===== config.mk =====
export PLATFORM = sky130hd
export DESIGN_NAME = tx_frame_sequencer_flat
export DESIGN_NICKNAME = d
export VERILOG_FILES = /design/src/rtl/tx_frame_sequencer_pkg.sv /design/src/rtl/tx_frame_sequencer_if.sv /design/src/rtl/tx_frame_sequencer_parity_calc.sv /design/src/rtl/tx_frame_sequencer.sv /design/src/flat_wrapper.sv
export SDC_FILE = /design/constraint.sdc
export NUM_CORES = 1
export LEC_CHECK = 0
export CAP_MARGIN = 20
export CORE_MARGIN = 4
export CORE_UTILIZATION = 50
export CTS_BUF_LIST = sky130_fd_sc_hd__clkbuf_4 sky130_fd_sc_hd__clkbuf_8
export CTS_CLUSTER_DIAMETER = 100
export DETAILED_ROUTE_END_ITERATION = 12
export PLACE_DENSITY = 0.8
export SLEW_MARGIN = 20
export SYNTH_ARGS = -nofsm -noshare
export SYNTH_HDL_FRONTEND = slang
export SYNTH_SLANG_ARGS = --single-unit

===== constraint.sdc =====
create_clock -name CLK -period 1.9 [get_ports CLK]
set_clock_uncertainty 0.2 [all_clocks]
set_input_delay 0.19 -clock CLK [delete_from_list [all_inputs] [get_ports CLK]]
set_output_delay 0.19 -clock CLK [all_outputs]
set_load 0.01 [all_outputs]

===== src/rtl/tx_frame_sequencer_pkg.sv =====
// tx_seq_pkg: shared FSM state type and SELECT line-mux encodings for the frame sequencer.
package tx_seq_pkg;
    typedef enum logic [2:0] {IDLE, START, DATA, PARITY, STOP} state_t;
    localparam logic [1:0] SEL_START = 2'b00;
    localparam logic [1:0] SEL_IDLE  = 2'b01;
    localparam logic [1:0] SEL_DATA  = 2'b10;
    localparam logic [1:0] SEL_PAR   = 2'b11;
endpackage


===== src/rtl/tx_frame_sequencer_if.sv =====
// tx_frame_sequencer_if: payload request inputs and line-mux control outputs of the sequencer.
interface tx_frame_sequencer_if #(parameter int DATA_WIDTH = 8);
    logic [DATA_WIDTH-1:0] P_DATA;
    logic                  DATA_VALID;
    logic                  PAR_EN;
    logic                  PAR_TYP;
    logic [1:0]            SELECT;
    logic                  SER_DATA;
    logic                  PAR_BIT;
    logic                  BUSY;
    modport master (output P_DATA, DATA_VALID, PAR_EN, PAR_TYP, input SELECT, SER_DATA, PAR_BIT, BUSY);
    modport slave  (input P_DATA, DATA_VALID, PAR_EN, PAR_TYP, output SELECT, SER_DATA, PAR_BIT, BUSY);
endinterface


===== src/rtl/tx_frame_sequencer_parity_calc.sv =====
// parity_calc: registers payload parity (even, or odd when i_typ=1) on the load strobe.
module parity_calc #(parameter int DATA_WIDTH = 8) (
    input  logic                  clk,
    input  logic                  rst,
    input  logic                  i_load,
    input  logic [DATA_WIDTH-1:0] i_data,
    input  logic                  i_typ,
    output logic                  o_par
);
    logic r_par;
    always_ff @(posedge clk) begin
        if (rst) r_par <= 1'b0;
        else if (i_load) r_par <= ^i_data ^ i_typ;
    end
    assign o_par = r_par;
endmodule


===== src/rtl/tx_frame_sequencer.sv =====
// tx_frame_sequencer: drives SELECT/SER_DATA/PAR_BIT of a registered 4:1 line mux, LSB-first frames.
// Parity state and logic exist only when TXSEQ_PARITY_EN is defined.
module tx_frame_sequencer
    import tx_seq_pkg::*;
#(parameter int DATA_WIDTH = 8) (
    input  logic                 CLK,
    input  logic                 RST,
    tx_frame_sequencer_if.slave  bus
);
    localparam int CW = $clog2(DATA_WIDTH);
    state_t                r_state;
    logic [CW-1:0]         r_cnt;
    logic [DATA_WIDTH-1:0] r_shift;
    logic [1:0]            r_select;
    logic                  r_busy;
    logic                  w_accept;
    logic                  w_last;
    state_t                w_after_data;
    assign w_accept = bus.DATA_VALID && (r_state == IDLE || r_state == STOP);
    assign w_last   = r_cnt == CW'(DATA_WIDTH - 1);
`ifdef TXSEQ_PARITY_EN
    logic r_par_en;
    always_ff @(posedge CLK) begin
        if (RST) r_par_en <= 1'b0;
        else if (w_accept) r_par_en <= bus.PAR_EN;
    end
    parity_calc #(.DATA_WIDTH(DATA_WIDTH)) u_parity (
        .clk(CLK), .rst(RST), .i_load(w_accept), .i_data(bus.P_DATA), .i_typ(bus.PAR_TYP), .o_par(bus.PAR_BIT)
    );
    assign w_after_data = r_par_en ? PARITY : STOP;
`else
    logic w_unused;
    assign w_unused     = bus.PAR_EN ^ bus.PAR_TYP;
    assign bus.PAR_BIT  = 1'b0;
    assign w_after_data = STOP;
`endif
    always_ff @(posedge CLK) begin
        if (RST) begin
            r_state  <= IDLE;
            r_select <= SEL_IDLE;
            r_busy   <= 1'b0;
            r_cnt    <= '0;
            r_shift  <= '0;
        end else begin
            case (r_state)
                IDLE, STOP: begin
                    // STOP doubles as an accept point so back-to-back frames have no idle gap
                    r_state  <= w_accept ? START : IDLE;
                    r_select <= w_accept ? SEL_START : SEL_IDLE;
                    r_busy   <= w_accept;
                    r_cnt    <= '0;
                    if (w_accept) r_shift <= bus.P_DATA;
                end
                START: begin
                    r_state  <= DATA;
                    r_select <= SEL_DATA;
                end
                DATA: begin
                    r_shift  <= r_shift >> 1;
                    r_cnt    <= w_last ? '0 : r_cnt + 1'b1;
                    r_state  <= w_last ? w_after_data : DATA;
                    r_select <= !w_last ? SEL_DATA : (w_after_data == PARITY) ? SEL_PAR : SEL_IDLE;
                end
`ifdef TXSEQ_PARITY_EN
                PARITY: begin
                    r_state  <= STOP;
                    r_select <= SEL_IDLE;
                end
`endif
                default: begin
                    r_state  <= IDLE;
                    r_select <= SEL_IDLE;
                    r_busy   <= 1'b0;
                end
            endcase
        end
    end
    assign bus.SELECT   = r_select;
    assign bus.BUSY     = r_busy;
    assign bus.SER_DATA = r_shift[0];
endmodule


===== src/flat_wrapper.sv =====
// flat-port wrapper written by rule: the top's interface ports become plain ports
module tx_frame_sequencer_flat import tx_seq_pkg::*;
#(parameter int DATA_WIDTH = 8)
  (CLK, RST, bus_P_DATA, bus_DATA_VALID, bus_PAR_EN, bus_PAR_TYP, bus_SELECT, bus_SER_DATA, bus_PAR_BIT, bus_BUSY);
  tx_frame_sequencer_if #(.DATA_WIDTH(DATA_WIDTH)) bus_i ();
  input  logic CLK;
  input  logic RST;
  input wire logic [$bits(bus_i.P_DATA)-1:0] bus_P_DATA;
  input wire logic [$bits(bus_i.DATA_VALID)-1:0] bus_DATA_VALID;
  input wire logic [$bits(bus_i.PAR_EN)-1:0] bus_PAR_EN;
  input wire logic [$bits(bus_i.PAR_TYP)-1:0] bus_PAR_TYP;
  output wire logic [$bits(bus_i.SELECT)-1:0] bus_SELECT;
  output wire logic [$bits(bus_i.SER_DATA)-1:0] bus_SER_DATA;
  output wire logic [$bits(bus_i.PAR_BIT)-1:0] bus_PAR_BIT;
  output wire logic [$bits(bus_i.BUSY)-1:0] bus_BUSY;
  assign bus_i.P_DATA = bus_P_DATA;
  assign bus_i.DATA_VALID = bus_DATA_VALID;
  assign bus_i.PAR_EN = bus_PAR_EN;
  assign bus_i.PAR_TYP = bus_PAR_TYP;
  assign bus_SELECT = bus_i.SELECT;
  assign bus_SER_DATA = bus_i.SER_DATA;
  assign bus_PAR_BIT = bus_i.PAR_BIT;
  assign bus_BUSY = bus_i.BUSY;
  tx_frame_sequencer #(.DATA_WIDTH(DATA_WIDTH)) u_core (.CLK(CLK), .RST(RST), .bus(bus_i));
endmodule

# --- After elaboration in Yosys (flattened, before gate mapping) ---
# Index checks and enable logic that the tools add are counted.
classes:
  n_eq_ne: 5
  n_mux: 11
  n_reduce_logical: 7
  addsub: 1
op_table:
  columns: ["op", "count"]
  rows:
  - ["8-bit case mux with 2 select lines", 1]
  - ["3-bit case mux with 3 select lines", 1]
  - ["8-bit 2-to-1 mux", 1]
  - ["3-bit == test, second input constant", 2]
  - ["3-bit 2-to-1 mux", 2]
  - ["2-bit case mux with 3 select lines", 1]
  - ["3-bit case mux with 2 select lines", 1]
  - ["2-bit OR reduction", 2]
  - ["3-bit by 1-bit adder with 3-bit output, second input constant", 1]
  - ["3-bit by 1-bit == test with 1-bit output, second input constant", 1]
  - ["3-bit by 2-bit == test with 1-bit output, second input constant", 1]
  - ["3-bit logical NOT", 1]
  - ["1-bit 2-to-1 mux", 2]
  - ["2-bit 2-to-1 mux", 1]
  - ["2-bit by 1-bit inequality test with 1-bit output, second input constant", 1]
  - ["1-bit case mux with 2 select lines", 1]
  - ["2-bit AND reduction", 1]
  - ["2-bit nonzero test", 1]
  - ["1-bit logical AND", 1]
  - ["1-bit logical OR", 1]
word_totals:
  reg_bits: 17
  word_cells: 29
  output_inout_bits: 5

# --- Logic depth before layout (Yosys ltp) ---
# Gate-level depths: netlist of the first run.
depth:
  word_depth: 5
  mapped_depth: 5
  depth_no_buf: 5

# --- Least setup slack after synthesis of the first run ---
# No wires, ideal clock.
synth_timing:
  path_type: "register to register"
  start: "register u_core.r_cnt[0]"
  end: "register u_core.r_cnt[1]"
  t_required_ps: 1635
  arrival_ps: 1184
  setup_time_ps: 65
  path_stages_with_launch: 6
  path_slack_ps: 451
  path_buffers: 0
  path_cell_list: "dfxtp_1 ha_1 ha_1 nor4b_2 a22oi_1 nor2_1"
synth_via:
  elab_chain_len: 3
  elab_cells_between_ends: 4
  classes_between: "1 x add/sub; 1 x eq/ne; 2 x mux"
synth_rtl:
  columns: ["item", "line_no", "source"]
  rows:
  - ["from (decl)", "tx_frame_sequencer.sv:12", "logic [CW-1:0] r_cnt;"]
  - ["from (signal assigned)", "tx_frame_sequencer.sv:60", "r_cnt <= w_last ? '0 : r_cnt + 1'b1;"]
  - ["3-bit by 1-bit adder with 3-bit output / 3-bit == test (equally long branches)", "tx_frame_sequencer.sv:60, tx_frame_sequencer.sv:20", null]
  - ["3-bit 2-to-1 mux *", "tx_frame_sequencer.sv:60", null]
  - ["3-bit case mux with 2 select lines *", "tx_frame_sequencer.sv:45", "case (r_state)"]
# Every way passes the cells marked *; elsewhere a longest branch is shown, timed or not.
# A chain may end at the register's enable or synchronous reset.

==> results of run 1 <==
-- logic make-up (layout without fill, tap and decap cells) --
kind of cell | count (synthesis) | in the layout | share of synthesized area (%)
adders and majority gates | 2 | 2 | 3.316
DFF | 16 | 16 | 42.45
and+or+nand+nor | 28 | 28 | 24.05
buffers and inverters | 9 | 21 | 8.955
other | 1 | 1 | 0.4970
xor gates and xnor gates | 1 | 1 | 1.161
muxes | 1 | 1 | 1.327
AOI/OAI and AO/OA | 18 | 18 | 18.24
-- power by group --
part	internal, uW	switching [uW]
registers	360	20.8
logic	70.7	57.4
clock network	117	109
-- through the flow --
step / instances / utilization, % / total power, uW / setup WS [ns]
floorplan: 76 / - / 476.3 / 0.4509
global placement: 99 / 63.28 / 512.1 / 0.08549
detailed placement: 99 / 63.28 / 516.7 / 0.07357
CTS: 103 / 65.93 / 741.1 / 0.07626
global route: 103 / 65.93 / 769.0 / 0.01161
finish: 103 / 65.93 / 734.9 / 0.09867
-- state kept, by name, indices dropped and copies added (netlist names) --
name	flops
u_core.r_state	3
u_core.r_cnt	3
u_core.r_shift	8
u_core.bus.SELECT	1
u_core.bus.BUSY	1
-- layer usage --
layer  GRT usage [%]  up-vias
met2           21.68       16
li1                -      299
met3           4.598        4
met5               0        -
met1           18.24      276
met4           11.60        0
-- final cells by class --
class,count,area [um^2]
Fill cell,117,465.4
Multi-Input combinational cell,51,366.6
Sequential cell,16,320.3
Timing Repair Buffer,16,155.1
Clock buffer,4,36.28
Tap cell,15,18.77
Inverter,1,3.754
-- placed cells by master, fill, tap and decap left out, types with 2 or more instances in the layout --
cell type        netlist  final
clkdlybuf4s50_1        0     14
a22oi_1                5      5
nand3_1                4      4
ha_1                   2      2
buf_4                  3      2
nor3_1                 9      9
o22ai_2                4      4
nor2_1                 4      4
dfxtp_1               16     16
nor3b_2                3      3
or3b_1                 2      2
nand2b_1               2      2
clkbuf_4               0      3
a21oi_1                7      7
-- Yosys cell counts, types with 2 or more instances --
master | instances | area, um^2
buf_4 | 3 | 22.52
a21oi_1 | 7 | 35.03
a22oi_1 | 5 | 37.54
clkbuf_1 | 2 | 7.510
nor3_1 | 9 | 45.04
buf_6 | 3 | 33.78
or3b_1 | 2 | 17.52
o22ai_2 | 4 | 50.05
nand3_1 | 4 | 20.02
dfxtp_1 | 16 | 320.3
nor3b_2 | 3 | 37.54
nand2b_1 | 2 | 12.51
nor2_1 | 4 | 15.01
ha_1 | 2 | 25.02
-- worst paths after layout --
path,startpoint,endpoint
setup / recovery,u_core.r_state[1],bus_SELECT[1]
setup reg to reg,u_core.r_state[1],u_core.r_shift[3]
hold reg to reg,u_core.r_shift[0],u_core.r_shift[0]
hold / removal,bus_P_DATA[7],u_core.r_shift[7]
==> impl_metrics.tcl, run 1 <==
set metrics [dict create \
    die-area_um2 2194 \
    cts_tree "yes" \
    ys_types 24 \
    finalSetupViolations 0 \
    postCtsSetupRepairBufs 0 \
    crit_type "reg2out" \
    tightest_slew_ns 0.5887 \
    post-route-cell-area_um2 900.9 \
    synth_edf_count 0 \
    timing.final.crit_share_pct 94.81 \
    whs_ns 0.2486 \
    cp_cell_sequence "clkdlybuf4s50_1" \
    path_clk_slew_ns 0.09 \
    tns_ns 0 \
    synth-seq-cells 16 \
    crit_fanout 11 \
    hold_buffers 0 \
    overflow 0 \
    place_area_um2 864.6 \
    postRouteAntennaNets 0 \
    cp.buffers_inverters 1 \
    numCtsBuffers 3 \
    status "finished clean" \
    routed_via_density 5.777 \
    synth_area_um2 754.5 \
    drc 0 \
    routed.top_layer "met4" \
    chipWidth_um 46.85 \
    synth-seq-area-share_pct 42.45 \
    nets 104 \
    endpoint_kind "primary output" \
    antenna_found_initial 0 \
    slew_viol_final 0 \
    vias 595 \
    synth_cells 76 \
    hold_path_class "in2reg" \
    core_area_um2 1366 \
    ctsRootBufferMaster "clkbuf_4" \
    first_global_vias 519 \
    yosysWarnings 0 \
    worstPathRequired_ns 1.51 \
    met2_length_um 638 \
    routed_wirelength_um 1375 \
    syn_area_per_cell_um2 9.927 \
    clk_path_buf_depth 2 \
    detail_route.wl_per_cell_um 13.35 \
    async_flop_share_pct 0 \
    chipHeight_um 46.85 \
    critPathSlowestCell "clkdlybuf4s50_1" \
    peakVddDrop_mv 0.5017 \
    track_usage_pct 14.95 \
    io_pins 18 \
    grt_pass1_wl_um 2228 \
    drive_gt1_share_pct 15.91 \
    fp-row-count 13 \
    syn2layout_area_growth_pct 19.40 \
    slowest_delay_ns 0.60 \
    cp.depth 1 \
    p_leak_uw 0.0003531 \
    synth_nets 91 \
    arrival_ns 1.41 \
    cts_max_level 1 \
    dpl.hpwl_um 973.9 \
    reg2regPathDepth 3 \
    relSlewSlack_pct 60.63 \
    cap_viol_max_count 0 \
    routed-wl-met3_um 84 \
    initial_utilization_pct 55.22 \
    firstDrtPassIters 4 \
    drt-met1-wl_um 618 \
    crit_family "buffers and inverters" \
    diodes 0 \
    startpoint_type "flip-flop" \
    max_clock_freq_mhz 555.1 \
    power_density_nw_per_um2 815.8 \
    synthFlopType "dfxtp_1" \
    clock_latency_ns 0.29 \
    report.final.hold_viol_count 0 \
    port-buffer-count 14 \
    whs_path_depth 3 \
    grt_max_degree 17 \
    post_cts_resized 0 \
    clkSinkCount 16 \
    min_period_ns 1.801 \
    r2r_setup_slack_ns 0.17 \
    drt-initial-drc-count 7 \
    rsz0062_at_grt "no" \
    gp_congestion 0.7275 \
]
(Power assumes the default switching activity.)
==> inputs of run 2 (changes only) <==
Settings changed: CORE_UTILIZATION 50 to 45, PLACE_DENSITY 0.8 to 0.73.
==> run 2 against run 1 <==
Net effect: sequential share of layout area up 0.81 points; via count fell by 4.7%; first-iteration DRC count up 86%; largest cell class unchanged.
==> impl_metrics.tcl, run 2 (synthesized netlist as in run 1, its figures left out) <==
set metrics [dict create \
    routed_via_density 5.559 \
    firstDrtPassIters 4 \
    grt_pass1_wl_um 2318 \
    timing.final.crit_share_pct 93.62 \
    crit_fanout 11 \
    cap_viol_max_count 0 \
    chipWidth_um 48.95 \
    final.setup.worst_slack_ns 0.1212 \
    endpoint_kind "primary output" \
    crit_family "buffers and inverters" \
    core_area_um2 1541 \
    r2r_start "u_core.r_state[1]" \
    cts_max_level 1 \
    whs_ns 0.2601 \
    cp_cell_sequence "clkdlybuf4s50_1" \
    max_flop_register "u_core.r_shift" \
    tightest_slew_ns 0.5933 \
    largest_reg_flops 8 \
    relSlewSlack_pct 60.32 \
    slew_viol_final 0 \
    drt-initial-drc-count 13 \
    overflow 0 \
    gp_congestion 0.7360 \
    initial_utilization_pct 48.94 \
    numCtsBuffers 3 \
    p_leak_uw 0.0003406 \
    layout_commonest_cell "dfxtp_1" \
    antenna_found_initial 0 \
    drive_gt1_share_pct 13.95 \
    detail_route.wl_per_cell_um 12.94 \
    mostFrequentLayoutCells "dfxtp_1, clkdlybuf4s50_1, nor3_1, a21oi_1, a22oi_1" \
    r2r_setup_slack_ns 0.20 \
    rsz0062_at_grt "no" \
    status "finished clean" \
    clkSinkCount 16 \
    nets 103 \
    fin_cells 102 \
    n_fill_cell 149 \
    post_cts_resized 0 \
    drc 0 \
    critPathSlowestCell "clkdlybuf4s50_1" \
    cts_tree "yes" \
    pre_cts_slack_ns 0.08321 \
    whs_path_depth 3 \
    postRouteAntennaNets 0 \
    clock_latency_ns 0.28 \
    clk_path_buf_depth 2 \
    syn2layout_area_growth_pct 16.75 \
    routed_wirelength_um 1320 \
    worstPathRequired_ns 1.51 \
    chipHeight_um 48.95 \
    reg2regPathDepth 3 \
    fp-row-count 14 \
    slowest_delay_ns 0.60 \
    track_usage_pct 12.36 \
    arrival_ns 1.39 \
    report.final.hold_viol_count 0 \
    startpoint_type "flip-flop" \
    port-buffer-count 14 \
    finalSetupViolations 0 \
    path_clk_slew_ns 0.09 \
    max_clock_freq_mhz 562.2 \
    reg.largest.list "u_core.r_shift x8, u_core.r_cnt x3, u_core.r_state x3" \
    dpl.hpwl_um 918.3 \
    min_from "bus_P_DATA[7]" \
    io_pins 18 \
    ctsRootBufferMaster "clkbuf_4" \
    power_density_nw_per_um2 771.5 \
    whs_endpoint "u_core.r_shift[7]" \
    tns_ns 0 \
    min_period_ns 1.779 \
    hold_buffers 0 \
    peakVddDrop_mv 0.4894 \
    hold_path_class "in2reg" \
    grt_max_degree 17 \
    first_global_vias 513 \
    postCtsSetupRepairBufs 0 \
    r2r_end "u_core.r_shift[6]" \
    die-area_um2 2396 \
    dp.cells 99 \
    crit_type "reg2out" \
    diodes 0 \
    cp.buffers_inverters 1 \
    vias 567 \
]
run 2: cell types whose count changed in the layout (fill, tap and decap cells not counted):
cell,change
clkbuf_8,-1
buf_4,-1
run 2: layer usage:
| layer | routed length (um) | track usage [%] | part of all wire, % |
|---|---|---|---|
| met1 | 639 | 15.36 | 48 |
| met2 | 590 | 18.70 | 45 |
| met3 | 75 | 3.976 | 5.7 |
| met4 | 14 | 6.726 | 1.1 |
| met5 | 0 | 0 | 0 |
run 2: stage by stage:
step | instance area, um^2 | util [%] | power (uW)
floorplan | 754.5 | - | 476.3
global placement | 858.3 | 55.68 | 510.9
detailed placement | 858.3 | 55.68 | 513.7
CTS | 880.8 | 57.14 | 689.6
global route | 880.8 | 57.14 | 727.8
finish | 880.8 | 57.14 | 679.6
run 2: worst min-delay path, delay by kind of cell:
kind | cells | cell delay, ns
AOI/OAI and AO/OA | 1 | 0.05
and+or+nand+nor | 1 | 0.06
buffers and inverters | 1 | 0.40
run 2: power breakdown:
group | internal [uW] | switching (uW)
clock | 73.5 | 101
combinational | 69.0 | 56.1
sequential | 360 | 20.3
total | 502 | 177
run 2: how the worst max path moves through the flow:
stage | startpoint | to | slack [ns] | cells after the start
2_1_floorplan | u_core.r_cnt[0] | u_core.r_cnt[1] | 0.45 | 5
3_3_place_gp | bus_DATA_VALID | u_core.r_shift[6] | 0.08 | 4
3_5_place_dp | bus_DATA_VALID | u_core.r_shift[6] | 0.08 | 4
4_1_cts | u_core.r_state[1] | bus_SELECT[1] | 0.11 | 1
5_1_grt | u_core.r_state[1] | u_core.r_shift[1] | 0.03 | 3
6_report | u_core.r_state[1] | bus_SELECT[1] | 0.12 | 1
run 2: area by class of cell:
| class | instances | area [um^2] | share of cell area [%] |
|---|---|---|---|
| clock buffers | 3 | 22.52 | 2.557 |
| inverters | 1 | 3.754 | 0.4261 |
| multi-input cells | 51 | 366.6 | 41.62 |
| flip-flops and latches | 16 | 320.3 | 36.36 |
| well taps | 16 | 20.02 | 2.273 |
| repair buffers | 15 | 147.6 | 16.76 |
==> inputs of run 3 (changes only) <==
Settings changed: ABC_AREA set to 1, PLACE_DENSITY 0.73 to 0.74, SKIP_LAST_GASP set to 1.
==> run 3 against run 2 <==
Net effect: sequential power shrank 1%; clock power grew 30%; routed wire length grew 2.7%; synthesized area shrank 2.5%; die area shrank 2.1%; total power grew 7.5%; clock-buffer cell count grew 1; cell count grew 38%; largest power group unchanged.
==> impl_metrics.tcl, run 3 <==
set metrics [dict create \
    status "finished clean" \
    largest_reg_flops 8 \
    core_area_um2 1524 \
    timing.final.crit_share_pct 90.96 \
    yosysTopAreaCellShare_pct 43.54 \
    place_area_um2 883.3 \
    worstPathRequired_ns 1.51 \
    dpl.hpwl_um 1053 \
    antenna_found_initial 0 \
    cp_cell_sequence "clkdlybuf4s50_1" \
    synth_most_common_cell "nand2_1" \
    synth_edf_count 0 \
    layout_commonest_cell "nand2_1" \
    utilization_pct 60.34 \
    drc 0 \
    mostFrequentLayoutCells "nand2_1, nor2_1, inv_1, dfxtp_1, clkdlybuf4s50_1" \
    final.setup.worst_slack_ns 0.1718 \
    hold_path_class "in2reg" \
    crit_type "reg2out" \
    numCtsBuffers 3 \
    track_usage_pct 11.97 \
    postCtsSetupRepairBufs 0 \
    power_density_nw_per_um2 794.2 \
    min_period_ns 1.728 \
    synth_common_cells "nand2_1, nor2_1, inv_1" \
    clk_path_buf_depth 2 \
    cap_viol_max_count 0 \
    fp-row-count 14 \
    drt-initial-drc-count 9 \
    cp.depth 1 \
    synthFlopType "dfxtp_1" \
    rsz0062_at_grt "no" \
    nets 141 \
    hold_buffers 0 \
    arrival_ns 1.34 \
    path_clk_slew_ns 0.10 \
    report.final.hold_viol_count 0 \
    synth_area_leaders "dfxtp_1, nand2_1, nor2_1" \
    diodes 0 \
    crit_fanout 7 \
    syn2layout_area_growth_pct 25.00 \
    gp_congestion 0.8012 \
    synth-seq-cells 16 \
    whs_ns 0.2536 \
    first_global_vias 570 \
    synth_area_um2 735.7 \
    reg.largest.list "u_core.r_shift x8, u_core.r_cnt x3, u_core.r_state x3" \
    syn_area_per_cell_um2 6.750 \
    chipHeight_um 48.44 \
    peakVddDrop_mv 0.4855 \
    yosysWarnings 0 \
    firstDrtPassIters 3 \
    ys_types 16 \
    initial_utilization_pct 48.28 \
    cp.buffers_inverters 1 \
    detail_route.wl_per_cell_um 9.617 \
    startpoint_type "flip-flop" \
    io_pins 18 \
    grt_max_degree 10 \
    cts_tree "yes" \
    whs_path_depth 3 \
    crit_family "buffers and inverters" \
    vias 667 \
    synth-seq-area-share_pct 43.54 \
    overflow 0 \
    post_cts_resized 0 \
    ctsRootBufferMaster "clkbuf_4" \
    clock_latency_ns 0.29 \
    synth_cells 109 \
    routed_wirelength_um 1356 \
    cts_max_level 1 \
    max_clock_freq_mhz 578.6 \
    p_leak_uw 0.0004331 \
    die-area_um2 2346 \
    post-route-cell-area_um2 919.6 \
    grt_pass1_wl_um 2311 \
    synth_nets 124 \
    slew_viol_final 0 \
    port-buffer-count 14 \
    clkSinkCount 16 \
    critPathSlowestCell "clkdlybuf4s50_1" \
    slowest_delay_ns 0.58 \
    chipWidth_um 48.44 \
    reg2regPathDepth 5 \
    postRouteAntennaNets 0 \
    routed_via_density 4.730 \
    async_flop_share_pct 0 \
    yosys.area.top_type "dfxtp_1" \
    finalSetupViolations 0 \
    max_flop_register "u_core.r_shift" \
    endpoint_kind "primary output" \
    tns_ns 0 \
    drive_gt1_share_pct 8.000 \
    pre_cts_slack_ns 0.3943 \
]
[run 3: metrics by stage]
step,total power [uW],cells
finish,730.4,141
global route,772.4,141
CTS,734.7,141
detailed placement,511.0,137
global placement,507.6,137
floorplan,460.7,109
[run 3: final cells by class]
cell class | count | area [um^2]
Fill cell | 141 | 604.3
Tap cell | 16 | 20.02
Timing Repair Buffer | 15 | 147.6
Inverter | 19 | 71.32
Clock buffer | 4 | 36.28
Multi-Input combinational cell | 71 | 324.1
Sequential cell | 16 | 320.3
[run 3: cell families (layout without fill, tap and decap cells)]
family	after synthesis	in the layout	synth area share, %
adder cells (fa/ha/maj)	2	2	3.401
AND/OR/NAND/NOR	62	62	35.72
buffers and inverters	22	38	12.41
other	1	1	0.5097
AO/OA/AOI/OAI	6	6	4.422
flip-flops	16	16	43.54
[run 3: worst min-delay path: cells and delay by family]
kind	cells	cell delay (ns)
AND/OR/NAND/NOR	1	0.06
AO/OA/AOI/OAI	1	0.06
buffers and inverters	1	0.39
[run 3: final timing paths]
kind | start | to | slack, ns
worst max-delay path | u_core.r_state[1] | bus_SELECT[1] | 0.17
worst min-delay path | bus_P_DATA[7] | u_core.r_shift[7] | 0.25
worst max register to register | u_core.r_state[1] | u_core.r_shift[1] | 0.49
worst min register to register | u_core.bus.BUSY | u_core.bus.BUSY | 0.27
[run 3: power breakdown]
part,switching [uW],leakage (uW),internal [uW]
registers,14.8,0.000131,360
clock network,111,0.0000210,117
logic,67.4,0.000281,61.1
[run 3: layer usage]
layer / track usage [%] / wire length [um] / share of wire (%) / vias to the layer above
met2: 18.26 / 625 / 46 / 14
li1: - / - / - / 363
met3: 4.294 / 73 / 5.4 / 2
met5: 0 / 0 / 0 / -
met4: 5.069 / 12 / 0.88 / 0
met1: 15.02 / 644 / 47 / 288
